--- config.mk ---
export PLATFORM = sky130hd
export DESIGN_NAME = ram_port_master
export DESIGN_NICKNAME = d
export VERILOG_FILES = /design/src/rtl/ram_port_master.sv
export SDC_FILE = /design/constraint.sdc
export NUM_CORES = 1
export LEC_CHECK = 0
export ABC_AREA = 1
export BUFFER_PORTS_ARGS = -buffer_cell sky130_fd_sc_hd__buf_4
export CORE_ASPECT_RATIO = 1.4
export CORE_MARGIN = 3
export CORE_UTILIZATION = 50
export CTS_CLUSTER_SIZE = 20
export DETAILED_ROUTE_END_ITERATION = 7
export PLACE_DENSITY = 0.87
export RECOVER_POWER = 50
export SLEW_MARGIN = 20
export SYNTH_ARGS = -nofsm -noshare
export SYNTH_HDL_FRONTEND = slang
export SYNTH_SLANG_ARGS = --single-unit
--- constraint.sdc ---
create_clock -name clk -period 1.9 [get_ports clk]
set_input_delay 0.095 -clock clk [delete_from_list [all_inputs] [get_ports clk]]
set_output_delay 0.095 -clock clk [all_outputs]
set_load 0.005 [all_outputs]
--- src/rtl/ram_port_master.sv ---
// ram_port_master
// Sequences single read/write accesses onto one port of a 16x8 dual-port
// RAM. Commands are queued in a two-entry FIFO and executed one at a time,
// strictly in order. An access that is refused by the RAM arbiter (grant low)
// is re-driven unchanged. It is retried until MAX_RETRY non-granted cycles
// have elapsed, and is then returned as an error response.
//
// Ports
//   clk, reset                  clock, asynchronous active-low reset
//   cmd_valid/cmd_ready         command handshake (ready = FIFO not full)
//   cmd_write/cmd_addr/cmd_wdata command payload
//   rsp_valid/rsp_ready         response handshake
//   rsp_data/rsp_err            read data (0 for writes), abort flag
//   addr/read/write/write_data  RAM port drive, active only in ISSUE
//   read_data/grant             RAM registered read data, access executed
//   busy                        FSM not idle or FIFO not empty
//
// state     | meaning
// ----------+-----------------------------------------------------------
// IDLE      | no command in flight; pops the FIFO head when available
// ISSUE     | driving the RAM access and waiting for grant
// WAIT_DATA | read granted; RAM read data valid this cycle
// RESP      | response held until rsp_ready

module ram_port_master #(
    parameter int MAX_RETRY = 4
) (
    input  logic       clk,
    input  logic       reset,
    input  logic       cmd_valid,
    output logic       cmd_ready,
    input  logic       cmd_write,
    input  logic [3:0] cmd_addr,
    input  logic [7:0] cmd_wdata,
    output logic       rsp_valid,
    input  logic       rsp_ready,
    output logic [7:0] rsp_data,
    output logic       rsp_err,
    output logic [3:0] addr,
    output logic       read,
    output logic       write,
    output logic [7:0] write_data,
    input  logic [7:0] read_data,
    input  logic       grant,
    output logic       busy
);

    // Wide enough to hold MAX_RETRY itself, so the count never wraps.
    localparam int RW = (MAX_RETRY < 1) ? 1 : $clog2(MAX_RETRY + 1);
    localparam logic [RW-1:0] RETRY_LAST = RW'(MAX_RETRY - 1);
    localparam logic [RW-1:0] RETRY_MAX  = RW'(MAX_RETRY);

    typedef enum logic [1:0] {
        S_IDLE      = 2'd0,
        S_ISSUE     = 2'd1,
        S_WAIT_DATA = 2'd2,
        S_RESP      = 2'd3
    } state_t;

    // FIFO entry layout: {write, addr[3:0], wdata[7:0]}
    logic [1:0][12:0] fifo_q, fifo_d;
    logic             wr_ptr_q, wr_ptr_d;
    logic             rd_ptr_q, rd_ptr_d;
    logic [1:0]       count_q, count_d;

    state_t           state_q, state_d;
    logic             work_write_q, work_write_d;
    logic [3:0]       work_addr_q, work_addr_d;
    logic [7:0]       work_wdata_q, work_wdata_d;
    logic [RW-1:0]    retry_q, retry_d;
    logic [7:0]       rsp_data_q, rsp_data_d;
    logic             rsp_err_q, rsp_err_d;

    logic             push;
    logic             pop;
    logic [12:0]      head;

    // Readiness looks only at the current fill level; a pop in the same
    // cycle does not free a slot early.
    assign cmd_ready = (count_q != 2'd2);
    assign push      = cmd_valid && cmd_ready;
    assign pop       = (state_q == S_IDLE) && (count_q != 2'd0);
    assign head      = fifo_q[rd_ptr_q];

    // FIFO bookkeeping
    always_comb begin
        fifo_d   = fifo_q;
        wr_ptr_d = wr_ptr_q;
        rd_ptr_d = rd_ptr_q;
        count_d  = count_q;
        if (push) begin
            fifo_d[wr_ptr_q] = {cmd_write, cmd_addr, cmd_wdata};
            wr_ptr_d         = ~wr_ptr_q;
        end
        if (pop) begin
            rd_ptr_d = ~rd_ptr_q;
        end
        unique case ({push, pop})
            2'b10:   count_d = count_q + 2'd1;
            2'b01:   count_d = count_q - 2'd1;
            default: count_d = count_q;
        endcase
    end

    // Next-state and work/response registers
    always_comb begin
        state_d      = state_q;
        work_write_d = work_write_q;
        work_addr_d  = work_addr_q;
        work_wdata_d = work_wdata_q;
        retry_d      = retry_q;
        rsp_data_d   = rsp_data_q;
        rsp_err_d    = rsp_err_q;

        unique case (state_q)
            S_IDLE: begin
                if (pop) begin
                    work_write_d = head[12];
                    work_addr_d  = head[11:8];
                    work_wdata_d = head[7:0];
                    retry_d      = '0;
                    state_d      = S_ISSUE;
                end
            end
            S_ISSUE: begin
                if (grant) begin
                    if (work_write_q) begin
                        rsp_data_d = 8'h00;
                        rsp_err_d  = 1'b0;
                        state_d    = S_RESP;
                    end else begin
                        state_d = S_WAIT_DATA;
                    end
                end else if (retry_q >= RETRY_LAST) begin
                    // This refused cycle is the MAX_RETRY-th: give up.
                    retry_d    = RETRY_MAX;
                    rsp_data_d = 8'h00;
                    rsp_err_d  = 1'b1;
                    state_d    = S_RESP;
                end else begin
                    retry_d = retry_q + 1'b1;
                end
            end
            S_WAIT_DATA: begin
                rsp_data_d = read_data;
                rsp_err_d  = 1'b0;
                state_d    = S_RESP;
            end
            S_RESP: begin
                if (rsp_ready) begin
                    state_d = S_IDLE;
                end
            end
            default: begin
                state_d = S_IDLE;
            end
        endcase
    end

    // RAM port drive: everything is quiet outside ISSUE.
    always_comb begin
        addr       = 4'h0;
        read       = 1'b0;
        write      = 1'b0;
        write_data = 8'h00;
        if (state_q == S_ISSUE) begin
            addr       = work_addr_q;
            read       = ~work_write_q;
            write      = work_write_q;
            write_data = work_wdata_q;
        end
    end

    assign rsp_valid = (state_q == S_RESP);
    assign rsp_data  = rsp_data_q;
    assign rsp_err   = rsp_err_q;
    assign busy      = (state_q != S_IDLE) || (count_q != 2'd0);

    always_ff @(posedge clk or negedge reset) begin
        if (!reset) begin
            fifo_q       <= '0;
            wr_ptr_q     <= 1'b0;
            rd_ptr_q     <= 1'b0;
            count_q      <= 2'd0;
            state_q      <= S_IDLE;
            work_write_q <= 1'b0;
            work_addr_q  <= 4'h0;
            work_wdata_q <= 8'h00;
            retry_q      <= '0;
            rsp_data_q   <= 8'h00;
            rsp_err_q    <= 1'b0;
        end else begin
            fifo_q       <= fifo_d;
            wr_ptr_q     <= wr_ptr_d;
            rd_ptr_q     <= rd_ptr_d;
            count_q      <= count_d;
            state_q      <= state_d;
            work_write_q <= work_write_d;
            work_addr_q  <= work_addr_d;
            work_wdata_q <= work_wdata_d;
            retry_q      <= retry_d;
            rsp_data_q   <= rsp_data_d;
            rsp_err_q    <= rsp_err_d;
        end
    end

endmodule

==> key figures, run 1 <==
Logic synthesis
  • Synthesized flop and latch total: 57
  • Syn avg cell area: 8.34 um^2
  • Largest area contributor in the netlist: dfrtp_1
  • Synth Cell Area: 2760 um^2
  • Synth Warn #: 0
  • Area contributors post-synth: dfrtp_1 (52%), nand2_1 (14%), o21ai_0 (5.8%)
  • Top cell type's share of synthesized area: 51.7%
  • Post-Syn Nets: 365
  • Netlist cell types: 23
  • Mapped Cells: 331
  • Post-synthesis sequential area ratio: 51.7%

Global route
  • GR Util All Layers: 20.9%
  • Largest net degree at the start of global routing: 58
  • Overflow after GRT: 0
  • Vias in the first global route: 2332
  • Initial antenna violation count: 0
  • Global-route wire length before repair: 10000 um

Floorplanning
  • Die H: 93.9 um
  • Die area: 6460 um^2
  • Die width: 68.8 um
  • Boundary Pins: 52
  • Core Box Area: 5280 um^2
  • # rows: 31
  • Starting Density: 52.3%

Setup path
  • CP Capture Type: register
  • CP Buf/Inv Count: 2
  • Crit path max fanout: 5
  • CP max stage delay: 410 ps
  • R2r startpoint: state_q[0]$_DFFE_PN0P_
  • Critical-path top delay cell: dfrtp_1
  • RR Endpoint: count_q[1]$_DFFE_PN0P_
  • Crit-path leading delay family: adder cells
  • Critical path class: register to register
  • Critical Path AT: 1940 ps
  • Flop2flop setup slack: 180 ps
  • Crit-path cells: inv_1 -> ha_1 -> inv_1 -> nor2_4 -> ha_1 -> a21oi_1 -> nand2_1 -> xnor2_1
  • Critical path data required time: 2120 ps
  • Startpoint types: register
  • Reg2reg path depth: 8

CTS
  • Clock slew at reported path FFs: 60 ps
  • Cts bufs inserted: 9
  • H-tree depth: 3
  • # Post-CTS Setup Buffers: 0
  • Clk buf depth: 2
  • Post-CTS Hold Buffers: 14
  • Root Driver: clkbuf_8
  • CTS tree: yes
  • Resized cells post-CTS: 0
  • Clk sink count: 57
  • Clk_lat worst skew: 330 ps

Timing
  • Fin Clk Skew: 6.68 ps
  • Slew @ Worst Pin: 1370 ps
  • Post-route setup slack: 177 ps
  • Max-slew violation count: 0
  • Final hold viol count: 0
  • Final Cycle Share: 90.7%
  • Fmax: 580 MHz
  • Setup TNS: 0 ps
  • RSZ-0062 raised after global routing: false
  • Tmin final: 1720 ps
  • Final setup viols: 0
  • Slew margin rel.: 8.98%

Route
  • Pre-antenna DRT Iters: 4
  • Avg WL per Cell: 12.6 um
  • Final ANT Viol Nets: 0
  • Residual DRC: 0
  • Via/cell ratio: 4.99
  • First DRT Iteration DRCs: 144
  • Post-Route WL: 5900 um
  • Vias after detailed routing: 2331

Worst hold path
  • Hold depth: 3
  • Hold path start: cmd_valid
  • WHS Endpoint: wr_ptr_q$_DFFE_PN0P_
  • Class of the worst hold path: input port to register

Power and ir drop
  • Leakage: 1.84 nW
  • PD cells: 1690 nW/um^2
  • Peak VDD IR: 1.07 mV

Placed design
  • DP HPWL: 3890 um
  • Dpl ws: 205 ps
  • Input/output buffers: 51
  • GPL Wtd Cong: 0.874

Layout
  • Area Growth Syn to Fin: 26.4%
  • Layout cells sized above 1: 19.0%
  • ANT cells: 0
  • Fillers: 434
  • Post-layout util: 66.1%
  • # nets final: 431

Run status
  • Outcome: completed

Flow run
  • Max Cap Viol: 0
[layout make-up]
type / count / area [um^2] / share of cell area, %
clock inverters: 3 / 65.1 / 1.87
flip-flops and latches: 57 / 1430 / 40.9
well taps: 66 / 82.6 / 2.37
repair buffers: 69 / 543 / 15.6
inverters: 37 / 139 / 3.98
multi-input cells: 223 / 1090 / 31.2
clock buffers: 12 / 145 / 4.16
[metal layers]
metal | vias to the layer above | track usage, % | share of wire [%]
met3 | 11 | 5.27 | 5.6
met2 | 77 | 34.9 | 50
met5 | - | 0 | 0
li1 | 1173 | - | -
met4 | 0 | 10.6 | 2.0
met1 | 1070 | 24.1 | 42
[worst max-delay path by stage]
| stage | from | to | slack (ps) | cells after the start |
|---|---|---|---|---|
| 2_1_floorplan | state_q[0]$_DFFE_PN0P_ | count_q[1]$_DFFE_PN0P_ | 80 | 9 |
| 5_1_grt | state_q[0]$_DFFE_PN0P_ | count_q[1]$_DFFE_PN0P_ | 20 | 8 |
| 4_1_cts | state_q[1]$_DFFE_PN0P_ | write_data[0] | 170 | 6 |
| 3_3_place_gp | state_q[0]$_DFFE_PN0P_ | count_q[1]$_DFFE_PN0P_ | 300 | 8 |
| 3_5_place_dp | state_q[0]$_DFFE_PN0P_ | count_q[1]$_DFFE_PN0P_ | 210 | 8 |
| 6_report | state_q[0]$_DFFE_PN0P_ | count_q[1]$_DFFE_PN0P_ | 180 | 8 |
[flip-flops by register name, indices dropped and copies added (netlist names)]
signal / cells
fifo_q: 26
rsp_data: 8
work_wdata_q: 8
work_addr_q: 4
retry_q: 3
count_q: 2
state_q: 2
rd_ptr_q: 1
rsp_err: 1
work_write_q: 1
wr_ptr_q: 1
[per-stage QoR]
| stage | cells | hold WS (ps) | power (mW) | instance area (um^2) |
|---|---|---|---|---|
| finish | 467 | 45.1 | 5.91 | 3490 |
| global route | 467 | 57.2 | 6.46 | 3490 |
| CTS | 467 | 16.2 | 5.99 | 3510 |
| detailed placement | 438 | 191 | 4.71 | 3160 |
| global placement | 438 | 185 | 4.59 | 3160 |
| floorplan | 331 | -201 | 3.90 | 2760 |
[worst reg2reg max path: cells and delay by family (launching register included)]
family / cells / cell delay, ps
flip-flops: 1 / 410
adder cells (fa/ha/maj): 2 / 550
buffers and inverters: 2 / 230
AO/OA/AOI/OAI: 1 / 150
AND/OR/NAND/NOR: 2 / 140
XOR/XNOR: 1 / 130
[cell usage in the layout, fill, tap and decap left out]
master         instances
a21oi_1               26
and3_1                 1
buf_4                 44
bufinv_16              2
clkbuf_1               4
clkbuf_2               1
clkbuf_4               8
clkbuf_8              10
clkinv_2               1
dfrtp_1               57
dlygate4sd3_1         14
ha_1                   8
inv_1                 37
nand2_1              101
nand2_2                1
nand2_4                1
nand3_1                4
nand3_2                2
nand3b_1               8
nand4_1                1
nor2_1                29
nor2_2                 1
nor2_4                 2
o21ai_0               32
o21ai_2                2
or2_2                  1
xnor2_1                2
xor2_1                 1
[report_power, final]
group	switching, mW	internal, mW	total [mW]
clock	0.460	0.766	1.23
combinational	1.43	1.04	2.48
sequential	0.388	1.82	2.20
[synthesized netlist by cell type]
cell type / count
xnor2_1: 2
buf_2: 5
nor2_4: 3
nand3_1: 4
nand2_4: 1
nand4_1: 1
clkbuf_1: 2
nand3_2: 2
a21oi_1: 26
buf_6: 4
nand2_2: 2
o21ai_2: 2
dfrtp_1: 57
o21ai_0: 32
xor2_1: 1
nor2_1: 29
ha_1: 8
inv_1: 37
nand2_1: 100
and3_1: 1
or2_2: 1
nand3b_1: 8
buf_4: 3
[logic make-up (layout without fill, tap and decap cells)]
| logic type | Yosys count | in the layout | synth area share (%) |
|---|---|---|---|
| xor gates and xnor gates | 3 | 3 | 0.952 |
| DFF | 57 | 57 | 51.7 |
| adders and majority gates | 8 | 8 | 3.63 |
| AOI/OAI and AO/OA | 60 | 60 | 11.2 |
| buffers and inverters | 51 | 121 | 8.66 |
| and+or+nand+nor | 152 | 152 | 23.9 |
Note: power is estimated with default switching activity, not from simulation.
==> inputs of run 2 (changes only) <==
--- a/config.mk
+++ b/config.mk
@@ -14,6 +14,7 @@
 export DETAILED_ROUTE_END_ITERATION = 7
 export PLACE_DENSITY = 0.87
 export RECOVER_POWER = 50
+export REMOVE_ABC_BUFFERS = 1
 export SLEW_MARGIN = 20
 export SYNTH_ARGS = -nofsm -noshare
 export SYNTH_HDL_FRONTEND = slang
==> key figures, run 2 (same netlist as run 1, synthesis figures left out) <==
CTS
  • Resized cells post-CTS: 0
  • Root Driver: clkbuf_8
  • Clk buf depth: 2
  • Clock slew at reported path FFs: 60 ps
  • CTS tree: yes
  • Clk_lat worst skew: 330 ps
  • H-tree depth: 3
  • Cts bufs inserted: 9
  • Clk sink count: 57

Layout
  • Most common cell after layout, fill and taps aside: nand2_1
  • Max reg flops: 26
  • Area Growth Syn to Fin: 23.8%
  • Leading cell types in the layout, fill and taps excluded: nand2_1 (101), dfrtp_1 (57), buf_4 (44)
  • Post-layout util: 64.8%
  • ANT cells: 0
  • Fillers: 468
  • Area of the multi-input gates: 1080 um^2
  • # nets final: 431
  • Layout cells sized above 1: 18.3%
  • Storage cell area: 1430 um^2
  • Top reg by flops: fifo_q

Placed design
  • Input/output buffers: 51
  • GPL Wtd Cong: 0.754
  • DP HPWL: 3960 um

Power and ir drop
  • PD cells: 1630 nW/um^2
  • Leakage: 1.81 nW
  • Peak VDD IR: 0.843 mV

Run status
  • Outcome: completed

Timing
  • RSZ-0062 raised after global routing: false
  • Slew margin rel.: 8.88%
  • Final setup viols: 0
  • Slew @ Worst Pin: 1370 ps
  • Final hold viol count: 0
  • Max-slew violation count: 0
  • Fmax: 570 MHz
  • Tmin final: 1750 ps
  • Fin Clk Skew: 2.37 ps
  • Final Cycle Share: 92.3%
  • Setup TNS: 0 ps

Global route
  • Initial antenna violation count: 0
  • Overflow after GRT: 0
  • Global-route wire length before repair: 9590 um
  • Vias in the first global route: 2201
  • GR Util All Layers: 20.0%
  • Largest net degree at the start of global routing: 58

Route
  • Post-Route WL: 5830 um
  • Final ANT Viol Nets: 0
  • Residual DRC: 0
  • Avg WL per Cell: 12.5 um
  • Vias after detailed routing: 2329
  • Via/cell ratio: 5.00
  • Pre-antenna DRT Iters: 4
  • First DRT Iteration DRCs: 112

Floorplanning
  • Boundary Pins: 52
  • Die H: 93.9 um
  • Starting Density: 52.3%
  • Die width: 68.8 um
  • Core Box Area: 5280 um^2
  • # rows: 31
  • Die area: 6460 um^2

Setup path
  • CP max stage delay: 630 ps
  • CP Buf/Inv Count: 1
  • Critical path class: register to register
  • Critical Path AT: 1940 ps
  • Startpoint types: register
  • Crit-path cells: inv_1 -> nand2_1 -> nand2_2 -> nor2_2 -> o21ai_0
  • Crit path max fanout: 16
  • Critical path data required time: 2090 ps
  • Crit-path leading delay family: simple AND/OR/NAND/NOR gates
  • Critical-path top delay cell: nor2_2
  • CP Capture Type: register

Worst hold path
  • Class of the worst hold path: input port to register

Flow run
  • Max Cap Viol: 0
run 2: changes by cell type in the layout (fill, tap and decap cells not counted):
cell       previous run  this run
bufinv_16             2         0
clkbuf_8             10         9
buf_1                 0         1
clkbuf_1              4         5
nand2_4               1         0
nand2_2               1         2
run 2: path summary, 6_finish.rpt:
check	start	to	slack, ps	cells past startpoint
max reg2reg	count_q[0]$_DFFE_PN0P_	fifo_q[24]$_DFFE_PN0P_	150	5
min in group asynchronous	reset	work_wdata_q[7]$_DFFE_PN0P_	620	2
min reg2reg	rsp_data[3]$_DFFE_PN0P_	rsp_data[3]$_DFFE_PN0P_	470	2
max in group asynchronous	reset	fifo_q[14]$_DFFE_PN0P_	460	2
min	cmd_valid	wr_ptr_q$_DFFE_PN0P_	30	3
max	count_q[0]$_DFFE_PN0P_	fifo_q[24]$_DFFE_PN0P_	150	5
run 2: layer usage:
metal	up-vias	global-route usage, %	wire length [um]
met1	1087	22.1	2320
met2	66	35.1	3040
met3	12	5.27	364
met4	0	8.13	112
li1	1164	-	-
met5	-	0	0
run 2: layout make-up:
class                           count  area share, %
Sequential cell                    57           41.7
Multi-Input combinational cell    223           31.7
Timing Repair Buffer               69           15.9
Clock buffer                       13           4.06
Inverter                           37           4.06
Tap cell                           66           2.42
Clock inverter                      1          0.146
run 2: worst reg2reg max path, stage by stage, from the launching register on:
cell and delay (ps):
dfrtp_1 410, inv_1 60, nand2_1 110, nand2_2 240
nor2_2 640, o21ai_0 160
run 2: power breakdown:
group / switching [mW] / internal [mW]
Clock: 0.425 / 0.457
Sequential: 0.363 / 1.82
Combinational: 1.45 / 1.04
Total: 2.24 / 3.32
run 2: repair_timing:
item / 4_1_cts / 5_1_grt
endpoints found under the setup margin: 0 / 0
setup buffers: 0 / 0
hold buffers: 14 / 0
endpoints found under the hold margin: 81 / 0
run 2: stage by stage:
step	hold slack, ps	cells	power [mW]	worst slack (ps)	cell area [um^2]
after floorplan	-201	317	3.74	3.18	2660
after global placement	185	438	4.57	291	3160
after detailed placement	190	438	4.72	197	3160
after CTS	37.0	466	5.64	181	3440
after global routing	70.6	466	6.09	8.87	3420
final	34.9	466	5.55	146	3420
